==> src/rtl/fifo_arb_pkg.sv <==
// Shared types and helpers for the FIFO write-port round-robin arbiter.
package fifo_arb_pkg;

    typedef enum logic {
        IDLE  = 1'b0,
        GRANT = 1'b1
    } state_e;

    localparam int unsigned BURST_W = 8;

    // Grant index width; a single-bit index is kept even for tiny requester counts.
    function automatic int unsigned idx_w(input int unsigned n);
        return (n <= 2) ? 1 : $clog2(n);
    endfunction

endpackage

==> src/rtl/rr_pick.sv <==
// Combinational round-robin priority encoder: first active request after 'last', wrapping.
module rr_pick
    import fifo_arb_pkg::*;
#(
    parameter  int unsigned NREQ = 4,
    localparam int unsigned IW   = idx_w(NREQ)
) (
    input  logic [NREQ-1:0] req,
    input  logic [IW-1:0]   last,
    output logic [IW-1:0]   nxt_c,
    output logic            any_req_c
);

    // Distance of each candidate from last+1; the smallest active distance wins.
    always_comb begin
        int unsigned best;
        int unsigned off;
        best      = NREQ;
        off       = 0;
        nxt_c     = last;
        any_req_c = 1'b0;
        for (int unsigned i = 0; i < NREQ; i++) begin
            off = (i + NREQ - 1 - 32'(last)) % NREQ;
            if (req[i] && (off < best)) begin
                best      = off;
                nxt_c     = IW'(i);
                any_req_c = 1'b1;
            end
        end
    end

endmodule

==> src/rtl/fifo_wr_arbiter.sv <==
// Round-robin burst scheduler sharing one synchronous FIFO write port among NREQ requesters.
module fifo_wr_arbiter
    import fifo_arb_pkg::*;
#(
    parameter  int unsigned BW       = 8,
    parameter  int unsigned LGFLEN   = 4,
    parameter  int unsigned NREQ     = 4,
    parameter  int unsigned MAXBURST = 4,
    localparam int unsigned IW       = idx_w(NREQ)
) (
    input  logic                 i_clk,
    input  logic                 i_reset_n,
    input  logic [NREQ-1:0]      i_req,
    input  logic [NREQ*BW-1:0]   i_data,
    output logic [NREQ-1:0]      o_ack,
    output logic [IW-1:0]        o_grant,
    output logic                 o_busy,
    output logic                 o_fifo_wr,
    output logic [BW-1:0]        o_fifo_data,
    input  logic [LGFLEN:0]      i_fifo_fill,
    input  logic                 i_fifo_full
);

    localparam int unsigned DEPTH = 1 << LGFLEN;
    localparam int unsigned SW    = LGFLEN + 2;

    state_e               state_q, state_d;
    logic [IW-1:0]        grant_q, grant_d;
    logic [BURST_W-1:0]   burst_q, burst_d;
    logic                 wr_q, wr_d;
    logic [BW-1:0]        data_q, data_d;

    logic [BW-1:0]        word_c [NREQ];
    logic [IW-1:0]        pick_c;
    logic                 any_req_c;
    logic                 space_ok_c;
    logic                 ack_c;
    logic                 last_beat_c;
    logic [NREQ-1:0]      ack_vec_c;

    rr_pick #(.NREQ(NREQ)) u_pick (
        .req       (i_req),
        .last      (grant_q),
        .nxt_c     (pick_c),
        .any_req_c (any_req_c)
    );

    always_comb begin
        for (int k = 0; k < NREQ; k++) begin
            word_c[k] = i_data[k*BW +: BW];
        end
    end

    // The write committed at this edge still occupies a slot the fill count has not seen yet.
    assign space_ok_c  = !i_fifo_full &&
                         ((SW'(i_fifo_fill) + SW'(wr_q)) < SW'(DEPTH));
    assign ack_c       = (state_q == GRANT) && i_req[grant_q] && space_ok_c;
    assign last_beat_c = (burst_q + BURST_W'(1)) == BURST_W'(MAXBURST);

    always_comb begin
        ack_vec_c = '0;
        if (ack_c) begin
            ack_vec_c[grant_q] = 1'b1;
        end
    end

    // Next-state and registered-output logic.
    always_comb begin
        state_d = state_q;
        grant_d = grant_q;
        burst_d = burst_q;
        wr_d    = 1'b0;
        data_d  = data_q;
        case (state_q)
            IDLE: begin
                if (any_req_c) begin
                    grant_d = pick_c;
                    burst_d = '0;
                    state_d = GRANT;
                end
            end
            GRANT: begin
                if (ack_c) begin
                    wr_d    = 1'b1;
                    data_d  = word_c[grant_q];
                    burst_d = burst_q + BURST_W'(1);
                    if (last_beat_c) begin
                        state_d = IDLE;
                    end
                end
                if (!i_req[grant_q]) begin
                    state_d = IDLE;
                end
            end
            default: state_d = IDLE;
        endcase
    end

    always_ff @(posedge i_clk or negedge i_reset_n) begin
        if (!i_reset_n) begin
            state_q <= IDLE;
            grant_q <= IW'(NREQ - 1);
            burst_q <= '0;
            wr_q    <= 1'b0;
            data_q  <= '0;
        end else begin
            state_q <= state_d;
            grant_q <= grant_d;
            burst_q <= burst_d;
            wr_q    <= wr_d;
            data_q  <= data_d;
        end
    end

    assign o_ack       = ack_vec_c;
    assign o_grant     = grant_q;
    assign o_busy      = (state_q == GRANT);
    assign o_fifo_wr   = wr_q;
    assign o_fifo_data = data_q;

endmodule

==> config.mk <==
export PLATFORM = sky130hd
export DESIGN_NAME = fifo_wr_arbiter
export DESIGN_NICKNAME = d
export VERILOG_FILES = /design/src/rtl/fifo_arb_pkg.sv /design/src/rtl/rr_pick.sv /design/src/rtl/fifo_wr_arbiter.sv
export SDC_FILE = /design/constraint.sdc
export NUM_CORES = 1
export LEC_CHECK = 0
export CAP_MARGIN = 10
export CORE_MARGIN = 4
export CORE_UTILIZATION = 45
export DETAILED_ROUTE_END_ITERATION = 10
export PLACE_DENSITY = 0.85
export SETUP_SLACK_MARGIN = 0.4
export SLEW_MARGIN = 20
export SYNTH_ARGS = -nofsm -noshare
export SYNTH_HDL_FRONTEND = slang
export SYNTH_SLANG_ARGS = --single-unit
==> constraint.sdc <==
create_clock -name i_clk -period 10.7 [get_ports i_clk]
set_clock_uncertainty 0.2 [all_clocks]
set_input_delay 1.07 -clock i_clk [delete_from_list [all_inputs] [get_ports i_clk]]
set_output_delay 1.07 -clock i_clk [all_outputs]
set_load 0.01 [all_outputs]
==> results of run 1 <==
[power by group through the flow]
stage | clock network [uW] | registers (uW) | logic (uW)
CTS | 46.1 | 146 | 263
finish | 45.4 | 145 | 261
global placement | 0 | 144 | 245
floorplan | 0 | 133 | 176
detailed placement | 0 | 147 | 261
global route | 50.2 | 150 | 286
[through the flow]
stage                     hold slack (ns)  utilization  instances
after floorplan                     0.316            -        141
after global placement              0.275        0.675        237
after CTS                           0.310        0.686        241
final                               0.304        0.686        241
after detailed placement            0.288        0.675        237
after global routing                0.343        0.686        241
[routing by layer]
metal / global-route usage / vias to the layer above
li1: - / 645
met1: 0.194 / 675
met2: 0.373 / 61
met3: 0.0816 / 9
met4: 0.0533 / 0
met5: 0 / -
[final timing paths]
check / startpoint / end / slack (ns) / cells after the start
worst max-delay path: i_req[0] / o_grant[0] / 6.06 / 16
worst min-delay path: o_fifo_data[7] / o_fifo_data[7] / 0.30 / 1
worst max register to register: o_grant[0] / o_grant[0] / 6.17 / 16
worst min register to register: o_fifo_data[7] / o_fifo_data[7] / 0.30 / 1
max in group asynchronous: i_reset_n / o_fifo_data[0] / 8.70 / 1
min in group asynchronous: i_reset_n / burst_q[7] / 1.04 / 1
[area by class of cell]
| class | count | area share |
|---|---|---|
| flip-flops and latches | 20 | 0.233 |
| clock buffers | 4 | 0.0168 |
| inverters | 10 | 0.0174 |
| multi-input cells | 104 | 0.435 |
| repair buffers | 59 | 0.273 |
| well taps | 44 | 0.0254 |
[registers in the layout (all words and copies together), names as in the netlist]
signal,cells
burst_q,8
o_busy,1
o_fifo_data,8
o_fifo_wr,1
o_grant,2
[cells by family (layout without fill, tap and decap cells)]
logic type,count (synthesis),after routing,synth area share
simple gates,41,41,0.143
compound gates,28,28,0.159
mux,22,22,0.218
flops,20,20,0.330
buf+inv,17,73,0.0533
fa+ha+maj,9,9,0.0738
xor+xnor,4,4,0.0230
[critical path, cell delays in order]
cell and delay (ns):
clkdlybuf4s50_1 0.56, nand2_1 0.11, ha_1 0.31, a21oi_1 0.08, o21ai_0 0.29, mux2_2 0.39
ha_1 0.28, o22ai_1 0.08, a41o_1 0.24, nand2_1 0.10, mux2_2 0.34, ha_1 0.30
a21o_1 0.18, nand2_1 0.06, nand3b_1 0.09, o221ai_1 0.20
[cell usage in the layout (no fill, tap or decap), types with 4 or more instances in the layout]
cell and count:
and3_1 5, clkdlybuf4s50_1 59, dfrtp_1 18, ha_1 9
inv_1 9, mux2_2 8, mux2i_1 4, mux4_2 8
nand2_1 13, nand3_1 8, o21ai_0 7, o221ai_1 5
==> impl_summary.md, run 1 <==
Finish
The share of layout cells above drive strength 1 is 0.157. The area used by multi-input combinational logic is 941 um^2. The final layout contains 251 nets. The post-route cell area is 2160 um^2.

Registers take 503 um^2. The number of antenna diodes in the final layout is 0. The filler cell count in the final layout is 253. The area growth from synthesis to layout is 41.8%.

Setup path
The critical path in this run is classified as in2reg. At the worst endpoint, the arrival time is 4.66 ns. STA classifies the critical path startpoint as an input port. STA puts the critical path data required time at 10.72 ns. STA classifies the critical path endpoint as a flip-flop.

Of all nets on the critical path, the largest fanout is 6.

Placed design
The placed instances occupy a cell area of 2130 um^2. The final weighted congestion in routability-driven placement is 0.896. The minimum setup slack after placement is 5.79 ns. The count of buffers added on input and output ports is 59. The HPWL after detailed placement is 3.24 mm.

Power
The clock share of power is 0.101. The proportion of power drawn by combinational gates is 0.578. The internal power of the cells totals 276 uW. The net switching share of the total power is 0.389. Across the VDD grid, the largest voltage drop is 0.127 mV. For this design the total switching power over the nets is 176 uW. The share of total power dissipated in sequential elements is 0.321.

The leakage power of the design is 0.000892 uW. The overall power is 452 uW. The power per standard cell area is 209 nW/um^2.

Timing
The number of max-slew violations in the final report is 0. Dividing the final minimum period by the clock period gives 0.433. The worst path in the final design needs a cycle of 4.64 ns, including I/O delays and setup. Setup violations remaining at the end of the flow were counted as 0.

The maximum clock rate is 216 MHz. The number of endpoints with negative hold slack in the final report is 0. The summed negative setup slack over all endpoints is 0 ns.

Setup repair after global routing left no endpoint under its margin. Setup slack on the critical path of the routed design comes to 6.06 ns. The slew at the pin with the worst max-slew slack is 0.890 ns. The relative slew slack is 0.405.

Detailed routing
The first detailed-routing pass ran for 4 iterations. In this run, the number of DRC markers left after iteration 0 of detailed routing was 122. The post-detailed-route count of antenna-violating nets is 0. The top metal layer carrying routed signals is met4. After detailed routing, the number of vias per cell comes to 5.77. The total length of routed met3 wires is 372 um. Wires add up to 4.07 mm. The number of DRC violations after detailed routing is 0.

After detailed routing, the wire length on met1 is 1.48 mm. After detailed routing, the average wire length per cell comes to 16.9 um. The total vias in the final route is 1390. The wire length on met2 is 2.15 mm.

Synth
Dividing the synthesized area by the synthesized cell count gives 10.8 um^2. Synthesis inferred 20 register bits. The cell type contributing the most total cell area after synthesis is dfrtp_1.

The net count after synthesis is 194. In this run the cell area of the synthesized design comes to 1530 um^2. Ranked by total cell area, the synthesized netlist is headed by dfrtp_1, mux4_2, ha_1. For this run, the number of Yosys warnings is 0. The most common flop cell mapped by yosys is dfrtp_1.

After synthesis, the share of flip-flops with an asynchronous set or reset is 1.00. The portion of synthesized cell area occupied by the leading cell type is 0.295. The most common cell in the synthesized netlist is dfrtp_1. The share of the Yosys chip area taken by registers is 0.330.

The number of distinct standard cells referenced by the synthesized netlist is 46. Synthesis produced a netlist whose cell count is 141. Yosys mapped a number of flops with a built-in enable equal to 0. Ranked by instance count, the synthesized netlist is headed by dfrtp_1, nand2_1, ha_1, inv_1.

Floorplanning
The total area inside the core boundary comes to 3150 um^2. The die covers 4390 um^2. Pin placement for this block handled 60 I/O pins.

In this run the vertical extent of the chip is 66.2 um. The placement row count is 20. The effective utilization at floorplan is 0.484.

The floorplan die width is 66.2 um.

Global route
The maximum number of pins on one net before global-route repair is 21. The wire length of the first global-routing pass is 6.62 mm. The number of global-route vias before repair is 1537.

The global-route total usage across every layer is 0.197. The final global-route overflow total is 0. The initial antenna violation count is 0.

Hold path
The class of the tightest hold or removal check is reg2reg.

Clock network
The insertion delay to the later sink of the worst-skew pair is 0.31 ns. After clock tree synthesis, the repair step resized 0 gates. The tree is rooted in a clkbuf_4. The H-tree depth is 1. The register clock-pin slew on the reported worst setup and hold paths is 0.11 ns. After clock tree synthesis, the setup repair step added 0 buffers. In this run, CTS created clock tree buffers numbering 3. The clock tree from TritonCTS is yes. The number of clock sinks is 20.

The buffer levels on the longest clock path is 2. For this design, the CTS-stage hold fixing added 0 buffers.

Run status
The run finished with clean final reports.

Job
The tool flagged a number of max-cap violations equal to 0.
Note: power is estimated with default switching activity, not from simulation.
==> run 2, diff against run 1 <==
- CORE_UTILIZATION: 45 -> 44
- PLACE_DENSITY: 0.85 -> 0.84
- clock period: 10.7 -> 4.3 ns (I/O delays scaled with it)
==> run 2 against run 1 <==
  * Critical path depth unchanged
  * Routed wire length up 3.1%
  * Global-route usage down 0.16 points
==> impl_summary.md, run 2 (synthesis gave the netlist of run 1 again) <==
Placed design
The placement-stage cell area came to 2190 um^2 (+3.1%). The HPWL reported at the end of detailed placement is 3.21 mm (-0.91%). The count of buffers inserted at the top-level ports came to 59 (unchanged).

The minimum setup slack after placement is 0.132 ns (-5.65 ns). The final weighted congestion in routability-driven placement is 0.902 (+0.60%).

Setup path
The worst setup path is captured at a flip-flop. The highest net fanout along the worst path came to 2 (-4). The slowest stage of the critical path belongs to the cell dfstp_2.

The worst reg-to-reg setup slack is 0.52 ns (-5.65 ns). The worst setup path is of the reg2reg kind. The arrival time at the worst endpoint is 3.81 ns (-0.85 ns). The worst stage delay on the critical path is 0.56 ns (about the same). The signal on the critical path passes through inv_2 > ha_4 > ha_4 > a21oi_2 > o21ai_2 > mux2_4 > ha_1 > o22ai_1 > a41o_1 > nand2_2 > mux2_4 > ha_4 > a21o_1 > nand2_1 > nand3b_1 > o221ai_2. The critical path's most frequent cell is ha_4. The category of the worst setup path launch point is a flip-flop.

The data required time of the worst path is 4.32 ns (-6.40 ns).

Finish
The filler cell count in the final layout came to 253 (unchanged). The share of layout cells above drive strength 1 is 0.229 (+0.0715). The core occupancy in the finished layout was 0.681 (-0.00557). The post-synthesis to final-layout area growth is 48.9%. The sequential cell area in the final layout is 503 um^2 (unchanged). The top cell types in the final layout, fill and taps aside, are clkdlybuf4s50_1, dfrtp_1, nand2_1, nand3_1, mux4_2. The area used by multi-input combinational logic was 1010 um^2 (+7.7%). Leaving out fill and tap cells, the most frequent cell in the layout is clkdlybuf4s50_1.

The number of nets at the end of the flow came to 255 (+1.6%). The count of inserted antenna diode cells is 0 (unchanged). The post-route cell area is 2270 um^2 (+5.0%).

Power
The power per standard cell area is 561 nW/um^2 (+170%). The peak ir drop on the vdd network is 0.458 mV (+260%). The leakage power of the design was 0.000935 uW (+4.7%).

Clock network
The buffer levels on the longest clock path was 2 (unchanged). The number of CTS-inserted buffers came to 3 (unchanged). The tree is rooted in a clkbuf_4.

The clock tree from TritonCTS is yes. The register clock-pin slew on the reported worst setup and hold paths was 0.12 ns (about the same). The number of clock sinks is 20 (unchanged). The H-tree depth is 1 (unchanged).

The insertion delay to the later sink of the worst-skew pair was 0.31 ns (about the same).

Floorplanning
The die outline area came to 4470 um^2 (+2.0%). The placement row count is 21 (+5.0%). The effective utilization at floorplan is 0.457 (-0.0267). The core area came to 3340 um^2 (+5.8%). The floorplan die width was 66.9 um (+0.99%).

The die boundary height is 66.9 um (+0.99%). The number of top-level pins is 60 (unchanged).

Global route
The maximum number of pins on one net before global-route repair is 21 (unchanged). The final global-route overflow total came to 0 (unchanged). The global-route total usage across every layer was 0.196 (-0.00155).

The number of global-route vias before repair is 1428 (-7.1%). The wire length of the first global-routing pass came to 6.64 mm (+0.30%). The initial antenna violation count was 0 (unchanged).

Hold path
The class of the tightest hold or removal check is reg2reg.

Timing
The maximum clock rate is 264 MHz. The relative slew slack is 0.392 (-0.0126). The slew at the pin with the worst max-slew slack is 0.909 ns (+0.0189 ns). The worst-case setup margin in the final layout came to 0.515 ns (-5.55 ns). The clock period could shrink to 3.78 ns. The summed negative setup slack over all endpoints came to 0 ns (unchanged). The number of max-slew violations in the final report is 0 (unchanged). The tightest hold margin is 0.316 ns (+0.0116 ns). In the finished design, the share of the clock period the worst path needs comes to 0.880.

Setup repair after global routing left no endpoint under its margin. The setup-violating endpoint count in the final report was 0 (unchanged). The number of endpoints with negative hold slack in the final report is 0 (unchanged).

Detailed routing
The first-iteration detailed-routing DRC count is 93 (-24%). The total vias in the final route is 1363 (-1.9%). The aggregate routed wire length is 4.20 mm (+3.1%). The average routed wire per standard cell is 17.0 um (+0.57%). The length of the first detailed-routing pass in iterations is 4 (unchanged). The post-detailed-route count of antenna-violating nets was 0 (unchanged). The number of vias per cell is 5.52 (-4.3%). The number of DRC violations after detailed routing is 0 (unchanged).

Run status
The run finished with clean final reports.

Job
The number of maximum-capacitance violations was 0 (unchanged).
[run 2: cell types whose count changed in the layout (fill, tap and decap cells not counted), sizes merged]
cell,previous run,this run
dlymetal6s2s,0,1
buf,0,4
clkdlybuf4s50,59,58
[run 2: timing repair]
action	4_1_cts	5_1_grt
hold buffers	0	0
setup endpoints to repair	0	2
setup buffers	0	2
gates resized for setup	0	7
[run 2: where the power goes]
group,internal [uW],switching [uW]
combinational,461,398
clock,51.7,58.1
sequential,256,49.0
[run 2: path summary, 6_finish.rpt]
check                          startpoint             end  depth (start not counted)
max                            o_grant[0]      o_grant[0]                         16
min                        o_fifo_data[7]  o_fifo_data[7]                          1
max reg2reg                    o_grant[0]      o_grant[0]                         16
min reg2reg                o_fifo_data[7]  o_fifo_data[7]                          1
max in group asynchronous       i_reset_n       o_fifo_wr                          1
min in group asynchronous       i_reset_n      burst_q[7]                          1
[run 2: worst max-delay path, delay by kind of cell (launching register included)]
kind	cells	cell delay (ns)
multiplexers	2	0.65
flip-flops	1	0.56
buffers and inverters	1	0.05
AND/OR/NAND/NOR	3	0.34
adder cells (fa/ha/maj)	4	0.99
AO/OA/AOI/OAI	6	0.92
[run 2: layout make-up]
class                      instances  share of cell area
multi-input combinational        104               0.446
sequential                        20               0.221
timing repair buffer              63               0.274
inverter                          10              0.0165
clock buffer                       4              0.0160
tap                               46              0.0253
[run 2: metal layers]
layer  share of wire  wire length, um  global-route usage
met1            0.42             1770               0.244
met2            0.53             2220               0.347
met3           0.028              118              0.0304
met4           0.022               91              0.0557
met5               0                0                   0
[run 2: metrics by stage]
stage / total power [uW] / std cells
final: 1270 / 247
after CTS: 1210 / 245
after global routing: 1370 / 247
after global placement: 1050 / 241
after floorplan: 846 / 141
after detailed placement: 1100 / 241
